File: src/rtl/fp16_pkg.sv
// Shared binary16/binary32 field definitions for the half-to-single stream
// converter. Configuration macro: HALF2SINGLE_SUBNORM_EN (subnormal normalization).
package fp16_pkg;

  localparam int FP16_EXP_W = 5;
  localparam int FP16_MAN_W = 10;
  localparam int FP32_EXP_W = 8;
  localparam int FP32_MAN_W = 23;

  // Difference between the binary32 bias (127) and the binary16 bias (15)
  localparam logic [7:0] FP_BIAS_DELTA = 8'd112;

  typedef enum logic [2:0] {
    ZERO,
    SUBNORM,
    NORMAL,
    INF,
    NAN
  } fp_class_t;

  typedef struct packed {
    logic                  sign;
    logic [FP16_EXP_W-1:0] exp;
    logic [FP16_MAN_W-1:0] man;
  } fp16_t;

  typedef struct packed {
    logic                  sign;
    logic [FP32_EXP_W-1:0] exp;
    logic [FP32_MAN_W-1:0] frac;
  } fp32_t;

  // Classify a binary16 value from its exponent and mantissa fields
  function automatic fp_class_t fp16_classify(input fp16_t h);
    fp_class_t c;
    if (h.exp == '0) begin
      c = (h.man == '0) ? ZERO : SUBNORM;
    end else if (h.exp == '1) begin
      c = (h.man == '0) ? INF : NAN;
    end else begin
      c = NORMAL;
    end
    return c;
  endfunction

endpackage

File: src/rtl/lzc10.sv
// Combinational leading-zero counter for the 10-bit binary16 mantissa.
// Returns 10 for an all-zero input (never consumed by the converter).
module lzc10 (
  input  logic [9:0] din,
  output logic [3:0] lz
);

  // Scan upward so the highest set bit is the last one to write lz
  always_comb begin
    lz = 4'd10;
    for (int i = 0; i < 10; i++) begin
      if (din[i]) begin
        lz = 4'(9 - i);
      end
    end
  end

endmodule

File: src/rtl/half2single_stream.sv
// Two-stage stall-able binary16 -> binary32 converter with valid/ready
// handshake and saturating subnormal/NaN statistics counters.
// Configuration macro: HALF2SINGLE_SUBNORM_EN -- when defined, subnormals are
// normalized using lzc10; when undefined they flush to signed zero.
module half2single_stream
  import fp16_pkg::*;
#(
  parameter int CNT_W = 16
) (
  input  logic             clk,
  input  logic             reset_n,
  input  logic             in_valid,
  output logic             in_ready,
  input  logic [15:0]      in_data,
  output logic             out_valid,
  input  logic             out_ready,
  output logic [31:0]      out_data,
  input  logic             clr_stats,
  output logic [CNT_W-1:0] cnt_subnorm,
  output logic [CNT_W-1:0] cnt_nan
);

  fp16_t     in_h;
  fp_class_t in_cls;
  logic      advance;
  logic      accept;

  // Stage 1 state
  logic      s1_valid_q, s1_valid_d;
  logic      sign_q, sign_d;
  fp_class_t cls_q, cls_d;
  logic [FP16_EXP_W-1:0] exp_q, exp_d;
  logic [FP16_MAN_W-1:0] man_q, man_d;

  // Stage 2 state
  logic      out_valid_q, out_valid_d;
  fp32_t     out_data_q, out_data_d;
  fp32_t     assembled;

  // Statistics state
  logic [CNT_W-1:0] cnt_sub_q, cnt_sub_d;
  logic [CNT_W-1:0] cnt_nan_q, cnt_nan_d;

  assign in_h    = in_data;
  assign in_cls  = fp16_classify(in_h);
  assign advance = ~out_valid_q | out_ready;
  assign accept  = in_valid & advance;

  assign in_ready    = advance;
  assign out_valid   = out_valid_q;
  assign out_data    = out_data_q;
  assign cnt_subnorm = cnt_sub_q;
  assign cnt_nan     = cnt_nan_q;

`ifdef HALF2SINGLE_SUBNORM_EN
  logic [3:0] in_lz;
  logic [3:0] lz_q, lz_d;
  logic [9:0] sub_frac;
  logic [7:0] sub_exp;

  lzc10 u_lzc10 (
    .din (in_h.man),
    .lz  (in_lz)
  );

  // Leading-zero count rides along with stage 1 when the pipe advances
  always_comb begin
    lz_d = lz_q;
    if (advance) begin
      lz_d = in_lz;
    end
  end

  // Shift the leading one out of the mantissa and rebias the exponent
  always_comb begin
    sub_frac = man_q << (lz_q + 4'd1);
    sub_exp  = FP_BIAS_DELTA - {4'b0, lz_q};
  end

  // Leading-zero count register
  always_ff @(posedge clk or negedge reset_n) begin
    if (!reset_n) begin
      lz_q <= '0;
    end else begin
      lz_q <= lz_d;
    end
  end
`endif

  // Stage 1 captures the raw fields and class of the incoming sample
  always_comb begin
    s1_valid_d = s1_valid_q;
    sign_d     = sign_q;
    cls_d      = cls_q;
    exp_d      = exp_q;
    man_d      = man_q;
    if (advance) begin
      s1_valid_d = in_valid;
      sign_d     = in_h.sign;
      cls_d      = in_cls;
      exp_d      = in_h.exp;
      man_d      = in_h.man;
    end
  end

  // Build the binary32 word from the stage 1 fields
  always_comb begin
    assembled = '0;
    assembled.sign = sign_q;
    case (cls_q)
      ZERO: begin
        assembled.exp  = '0;
        assembled.frac = '0;
      end
      SUBNORM: begin
`ifdef HALF2SINGLE_SUBNORM_EN
        assembled.exp  = sub_exp;
        assembled.frac = {sub_frac, 13'b0};
`else
        assembled.exp  = '0;
        assembled.frac = '0;
`endif
      end
      NORMAL: begin
        assembled.exp  = {3'b0, exp_q} + FP_BIAS_DELTA;
        assembled.frac = {man_q, 13'b0};
      end
      INF: begin
        assembled.exp  = 8'hFF;
        assembled.frac = '0;
      end
      NAN: begin
        assembled.exp  = 8'hFF;
        assembled.frac = {man_q | 10'h200, 13'b0};
      end
      default: begin
        assembled.exp  = '0;
        assembled.frac = '0;
      end
    endcase
  end

  // Stage 2 holds the assembled result and only moves when the pipe advances
  always_comb begin
    out_valid_d = out_valid_q;
    out_data_d  = out_data_q;
    if (advance) begin
      out_valid_d = s1_valid_q;
      if (s1_valid_q) begin
        out_data_d = assembled;
      end
    end
  end

  // Saturating counters; a clear wins over an increment in the same cycle
  always_comb begin
    cnt_sub_d = cnt_sub_q;
    cnt_nan_d = cnt_nan_q;
    if (clr_stats) begin
      cnt_sub_d = '0;
      cnt_nan_d = '0;
    end else if (accept) begin
      if (in_cls == SUBNORM && cnt_sub_q != '1) begin
        cnt_sub_d = cnt_sub_q + 1'b1;
      end
      if (in_cls == NAN && cnt_nan_q != '1) begin
        cnt_nan_d = cnt_nan_q + 1'b1;
      end
    end
  end

  // Pipeline and counter registers
  always_ff @(posedge clk or negedge reset_n) begin
    if (!reset_n) begin
      s1_valid_q  <= 1'b0;
      sign_q      <= 1'b0;
      cls_q       <= ZERO;
      exp_q       <= '0;
      man_q       <= '0;
      out_valid_q <= 1'b0;
      out_data_q  <= '0;
      cnt_sub_q   <= '0;
      cnt_nan_q   <= '0;
    end else begin
      s1_valid_q  <= s1_valid_d;
      sign_q      <= sign_d;
      cls_q       <= cls_d;
      exp_q       <= exp_d;
      man_q       <= man_d;
      out_valid_q <= out_valid_d;
      out_data_q  <= out_data_d;
      cnt_sub_q   <= cnt_sub_d;
      cnt_nan_q   <= cnt_nan_d;
    end
  end

endmodule

File: config.mk
export PLATFORM = sky130hd
export DESIGN_NAME = half2single_stream
export DESIGN_NICKNAME = d
export VERILOG_FILES = /design/src/rtl/fp16_pkg.sv /design/src/rtl/lzc10.sv /design/src/rtl/half2single_stream.sv
export SDC_FILE = /design/constraint.sdc
export NUM_CORES = 1
export LEC_CHECK = 0
export ABC_CLOCK_PERIOD_IN_PS = 3270
export BUFFER_PORTS_ARGS = -buffer_cell sky130_fd_sc_hd__buf_2
export CAP_MARGIN = 10
export CORE_MARGIN = 2
export CORE_UTILIZATION = 40
export DETAILED_ROUTE_END_ITERATION = 8
export PLACE_DENSITY = 0.66
export SYNTH_ARGS = -nofsm -noshare
export SYNTH_HDL_FRONTEND = slang
export SYNTH_SLANG_ARGS = --single-unit
File: constraint.sdc
create_clock -name clk -period 3.27 [get_ports clk]
set_input_delay 0.4905 -clock clk [delete_from_list [all_inputs] [get_ports clk]]
set_output_delay 0.4905 -clock clk [all_outputs]
set_load 0.05 [all_outputs]
# Word-level counts from Yosys, hierarchy flattened
# Cells that the tools add are included.
[word_totals]
register_bits = 85
in_bits = 21
output_inout_bits = 66
word_cells = 46
[classes]
add_sub_neg = 3
eq_ne = 8
muxes = 11
bitwise = 3
n_reduce_logical = 10
[ops]
columns = ["operator", "n"]
rows = [
  ["16-bit two-way mux", 6],
  ["31-bit one-hot mux with 3 select lines", 1],
  ["16-bit by 1-bit adder with 16-bit output (second input constant)", 2],
  ["16-bit inequality test (second input constant)", 2],
  ["10-bit zero test", 1],
  ["3-bit two-way mux", 3],
  ["5-bit by 7-bit adder with 8-bit output (second input constant)", 1],
  ["3-bit by 2-bit == test with 1-bit output (second input constant)", 2],
  ["3-bit == test (second input constant)", 2],
  ["2-bit AND reduction", 3],
  ["2-bit nonzero test", 3],
  ["5-bit == test (second input constant)", 1],
  ["5-bit zero test", 1],
  ["3-bit by 1-bit == test with 1-bit output (second input constant)", 1],
  ["1-bit logical AND", 2],
  ["1-bit AND", 1],
  ["1-bit two-way mux", 1],
  ["1-bit inverter", 1],
  ["1-bit bitwise OR", 1],
]

# Logic depth before layout (Yosys ltp)
[logic_depth]
word_depth = 9
mapped_depth = 8
ltp_nobuf = 6

# Worst setup path before layout
# Ideal clock, no wire load.
[synth_timing]
path_kind = "register -> register"
startpoint = "register cnt_nan_q[0], in the netlist cnt_nan[0]"
endpoint = "register cnt_nan_q[11], in the netlist cnt_nan[11]"
setup_time_ns = 0.125
arrival_ns = 2.119
required_ns = 3.145
setup_slack_ns = 1.026
stages_incl_launch_ff = 8
n_path_buf = 1
period_less_slack_ns = 2.244
cell_sequence = "dfrtp_1 > ha_1 > nand3_1 > nor4_2 > or3_1 > buf_6 > nor4_1 > mux2_2"
[synth_via]
elab_chain_len = 4
word_cells_on_any_way = 8
cone_classes = "add/sub: 1; eq/ne: 1; mux: 3; reduce/logical: 3"
[synth_lines]
columns = ["item", "line", "text"]
rows = [
  ["start: declaration", "half2single_stream.sv:42", "logic [CNT_W-1:0] cnt_nan_q, cnt_nan_d;"],
  ["start signal: assignment", "half2single_stream.sv:193", "cnt_nan_q <= cnt_nan_d;"],
  ["16-bit by 1-bit adder with 16-bit output / 16-bit inequality test (equally long branches)", "half2single_stream.sv:167, half2single_stream.sv:166", ""],
  ["16-bit two-way mux / 1-bit logical AND (equally long branches)", "half2single_stream.sv:166", "if (in_cls == NAN && cnt_nan_q != '1) begin"],
  ["16-bit two-way mux / 2-bit nonzero test (equally long branches)", "n/a", ""],
  ["16-bit two-way mux / 2-bit AND reduction (equally long branches)", "n/a", ""],
]
# Several ways; a longest one is shown, not always the timed one. The select of a mux whose other input is x is not followed.
# A chain may end at the register's enable or synchronous reset.

# Worst setup path after layout
[layout_timing]
startpoint = "input port in_data[7]"
endpoint = "register cnt_nan_q[13], in the netlist cnt_nan[13]"
[layout_via]
elab_chain_len = 8
word_cells_on_any_way = 9
cone_classes = "eq/ne: 1; mux: 4; reduce/logical: 4"
[layout_lines]
columns = ["item", "line", "text"]
rows = [
  ["start: declaration", "half2single_stream.sv:14", "input logic [15:0] in_data,"],
  ["10-bit zero test *", "fp16_pkg.sv:37, fp16_pkg.sv:39", ""],
  ["3-bit two-way mux", "fp16_pkg.sv:39", "c = (h.man == '0) ? INF : NAN;"],
  ["3-bit two-way mux", "fp16_pkg.sv:38", "end else if (h.exp == '1) begin"],
  ["3-bit two-way mux *", "fp16_pkg.sv:36", "if (h.exp == '0) begin"],
  ["3-bit == test *", "half2single_stream.sv:166", ""],
  ["1-bit logical AND *", "half2single_stream.sv:166", ""],
  ["2-bit nonzero test (no line) *", "n/a", ""],
  ["2-bit AND reduction (no line) *", "n/a", ""],
]
# Every way passes the cells marked *; elsewhere a longest branch is shown, timed or not.

==> impl_metrics.yaml <==
timing:
  skew_ns: 0.00766
  slew_violations: 0
  setup_viol: 0
  rsz0062_at_grt: "no"
  fin_crit_ns: 2.29
  slew_headroom_pct: 26.6
  finalHoldViolCount: 0
  whs_ns: 0.345
  setup_tns_ns: 0
  worst_slew_pin_slew_ns: 1.09
  clock.fmax_mhz: 436
  post-route-period-util_pct: 70.1
die:
  die_w_um: 97.6
  die-area_um2: 9530
  coreArea_um2: 8590
  ios: 87
  die_h_um: 97.6
  row_count: 34
  start_util_pct: 40.8
worst_setup_path:
  cp_data_arrival_time_ns: 2.52
  start_kind: "input pin"
  crit_required_ns: 3.50
  end_kind: "flop"
  criticalPathCategory: "input pin to flop"
  critPathMaxFanout: 11
hold_path:
  holdCritPathClass: "input pin to flop"
cts:
  cts_hold_buf: 1
  clock-sinks: 70
  cts_tree: "built"
  ctsRootBufferMaster: "clkbuf_8"
  worstSkewPairLatency_ns: 0.35
  postCtsSetupBuffers: 0
  postCtsResizedCells: 0
  h-tree-depth: 3
  numCtsBuffers: 9
  clk_pin_slew_ns: 0.07
  clockBufferDepth: 2
grt:
  grt_max_degree: 37
  antenna_found_initial: 0
  grt_pass1_vias: 2723
  grt_pass1_wl_mm: 12.9
  overflow: 0
  grt_usage_pct: 16.6
synth:
  synthTopCellsByArea: "dfrtp_1, nand2_1, a21oi_1"
  synth_area_um2: 3500
  syn_avg_cell_area_um2: 9.37
  yosysUniqueCellTypes: 51
  yosys.area.top_type: "dfrtp_1"
  synth_top_area_share_pct: 50.0
  yosysMostFrequentCell: "dfrtp_1"
  synth-main-ff-cell: "dfrtp_1"
  seq_area_frac_synth_pct: 50.0
  yosys-top-cells-count: "dfrtp_1, nand2_1, nor2_1, a21oi_1"
  synth-warning-count: 0
  syn_inst: 374
  synth_edf_count: 0
  synth-seq-cells: 70
  synthArstFlopShare_pct: 100
cells_and_area:
  final_layout_size_suffix_gt1_share_pct: 24.4
  n_fill_cell: 845
  final_nets: 469
  n_antenna_cell: 0
  final_util_pct: 47.6
  area_delta_synth_final_pct: 16.7
  fin_area_um2: 4090
place:
  dp.final_hpwl_mm: 5.49
  dpl-instance-area_um2: 3890
  place.port_buffers: 73
  place_congestion: 0.784
pwr:
  p_sw_w: 0.000840
  p_sw_share_pct: 36.7
  ir_worst_vdd_mv: 0.224
  p_total_w: 0.00229
  p_clk_share_pct: 30.0
  power.share.sequential_pct: 44.1
  leakagePower_nw: 1.95
  p_int_w: 0.00145
  pwr_density_cell_nw_per_um2: 559
  combPwrFrac_pct: 25.8
detailed_routing:
  wirelength_mm: 7.72
  vias: 2878
  first_pass_iters: 4
  vias_per_cell: 5.15
  ant_nets: 0
  drt_iter0_drc: 69
  drc: 0
  wire_per_inst_um: 13.8
run_status:
  outcome: "completed"
run:
  maxCapViolCount: 0
routing by layer:
layer	part of all wire [%]	track usage (%)	up-vias
li1	-	-	1433
met3	7.5	6.62	8
met1	46	21.5	1349
met2	45	26.3	88
met5	0	0	-
met4	0.82	4.27	0
power groups by stage:
stage	clock (W)	sequential [W]	combinational [W]
5_1_grt	0.000746	0.00102	0.000628
3_3_place_gp	0	0.00103	0.000589
2_1_floorplan	0	0.00126	0.000236
3_5_place_dp	0	0.00103	0.000594
4_1_cts	0.000707	0.00101	0.000597
6_report	0.000687	0.00101	0.000590
worst max-delay path: stages:
cell      delay [ns]
buf_2           0.10
or4_4           0.57
o311ai_4        0.57
or3_1           0.36
nor3_1          0.11
mux2_1          0.32
logic make-up after synthesis:
family	after synthesis	share of synthesized area [%]
flops	70	50.0
fa+ha+maj	2	0.714
simple gates	188	27.1
buf+inv	34	6.00
other cells	1	0.107
mux	6	1.86
compound gates	63	11.7
xor+xnor	10	2.50
final cells by class:
class	count	area [um^2]	share of cell area [%]
clock buffer	11	131	3.21
clock inverter	5	60.1	1.47
inverter	5	18.8	0.459
multi-input combinational	282	1590	38.8
sequential	70	1750	42.8
tap	108	135	3.30
timing repair buffer	78	405	9.91
cells in the final DEF (no fill, tap or decap), types with 3 or more instances in the layout:
cell and instances:
a21oi_1 24, a22o_1 9, and3_1 5, buf_2 73, buf_4 4, clkbuf_8 9, clkinvlp_4 4, conb_1 13
dfrtp_1 70, inv_1 4, mux2_2 3, nand2_1 69, nand2b_1 3, nand3_1 19, nand4_1 8, nor2_1 32
nor2b_1 5, nor3_1 8, nor4_1 7, o21ai_0 19, o31ai_1 3, or3_1 12, or4_1 3, xnor2_1 8
flip-flops by register name, summed over array words and instances (netlist names):
| name | count |
|---|---|
| cls_q | 3 |
| cnt_nan | 16 |
| cnt_subnorm | 16 |
| exp_q | 5 |
| man_q | 10 |
| out_data | 17 |
| out_valid | 1 |
| s1_valid_q | 1 |
| sign_q | 1 |
worst paths after layout:
kind	startpoint	end	slack, ns	cells past startpoint
worst max register to register	out_valid	out_data[14]	1.01	6
max in group asynchronous	reset_n	cnt_nan[0]	2.07	3
worst min register to register	sign_q	out_data[31]	0.47	2
worst min-delay path	in_data[15]	sign_q	0.35	3
worst max-delay path	in_data[7]	cnt_nan[13]	0.98	6
min in group asynchronous	reset_n	out_data[23]	0.52	2
metrics by stage:
| stage | worst slack (ns) | cells |
|---|---|---|
| floorplan | 1.03 | 386 |
| global placement | 0.696 | 542 |
| detailed placement | 0.639 | 542 |
| CTS | 0.960 | 559 |
| global route | 0.802 | 559 |
| finish | 0.978 | 559 |
Power figures use the tool's default switching activity.
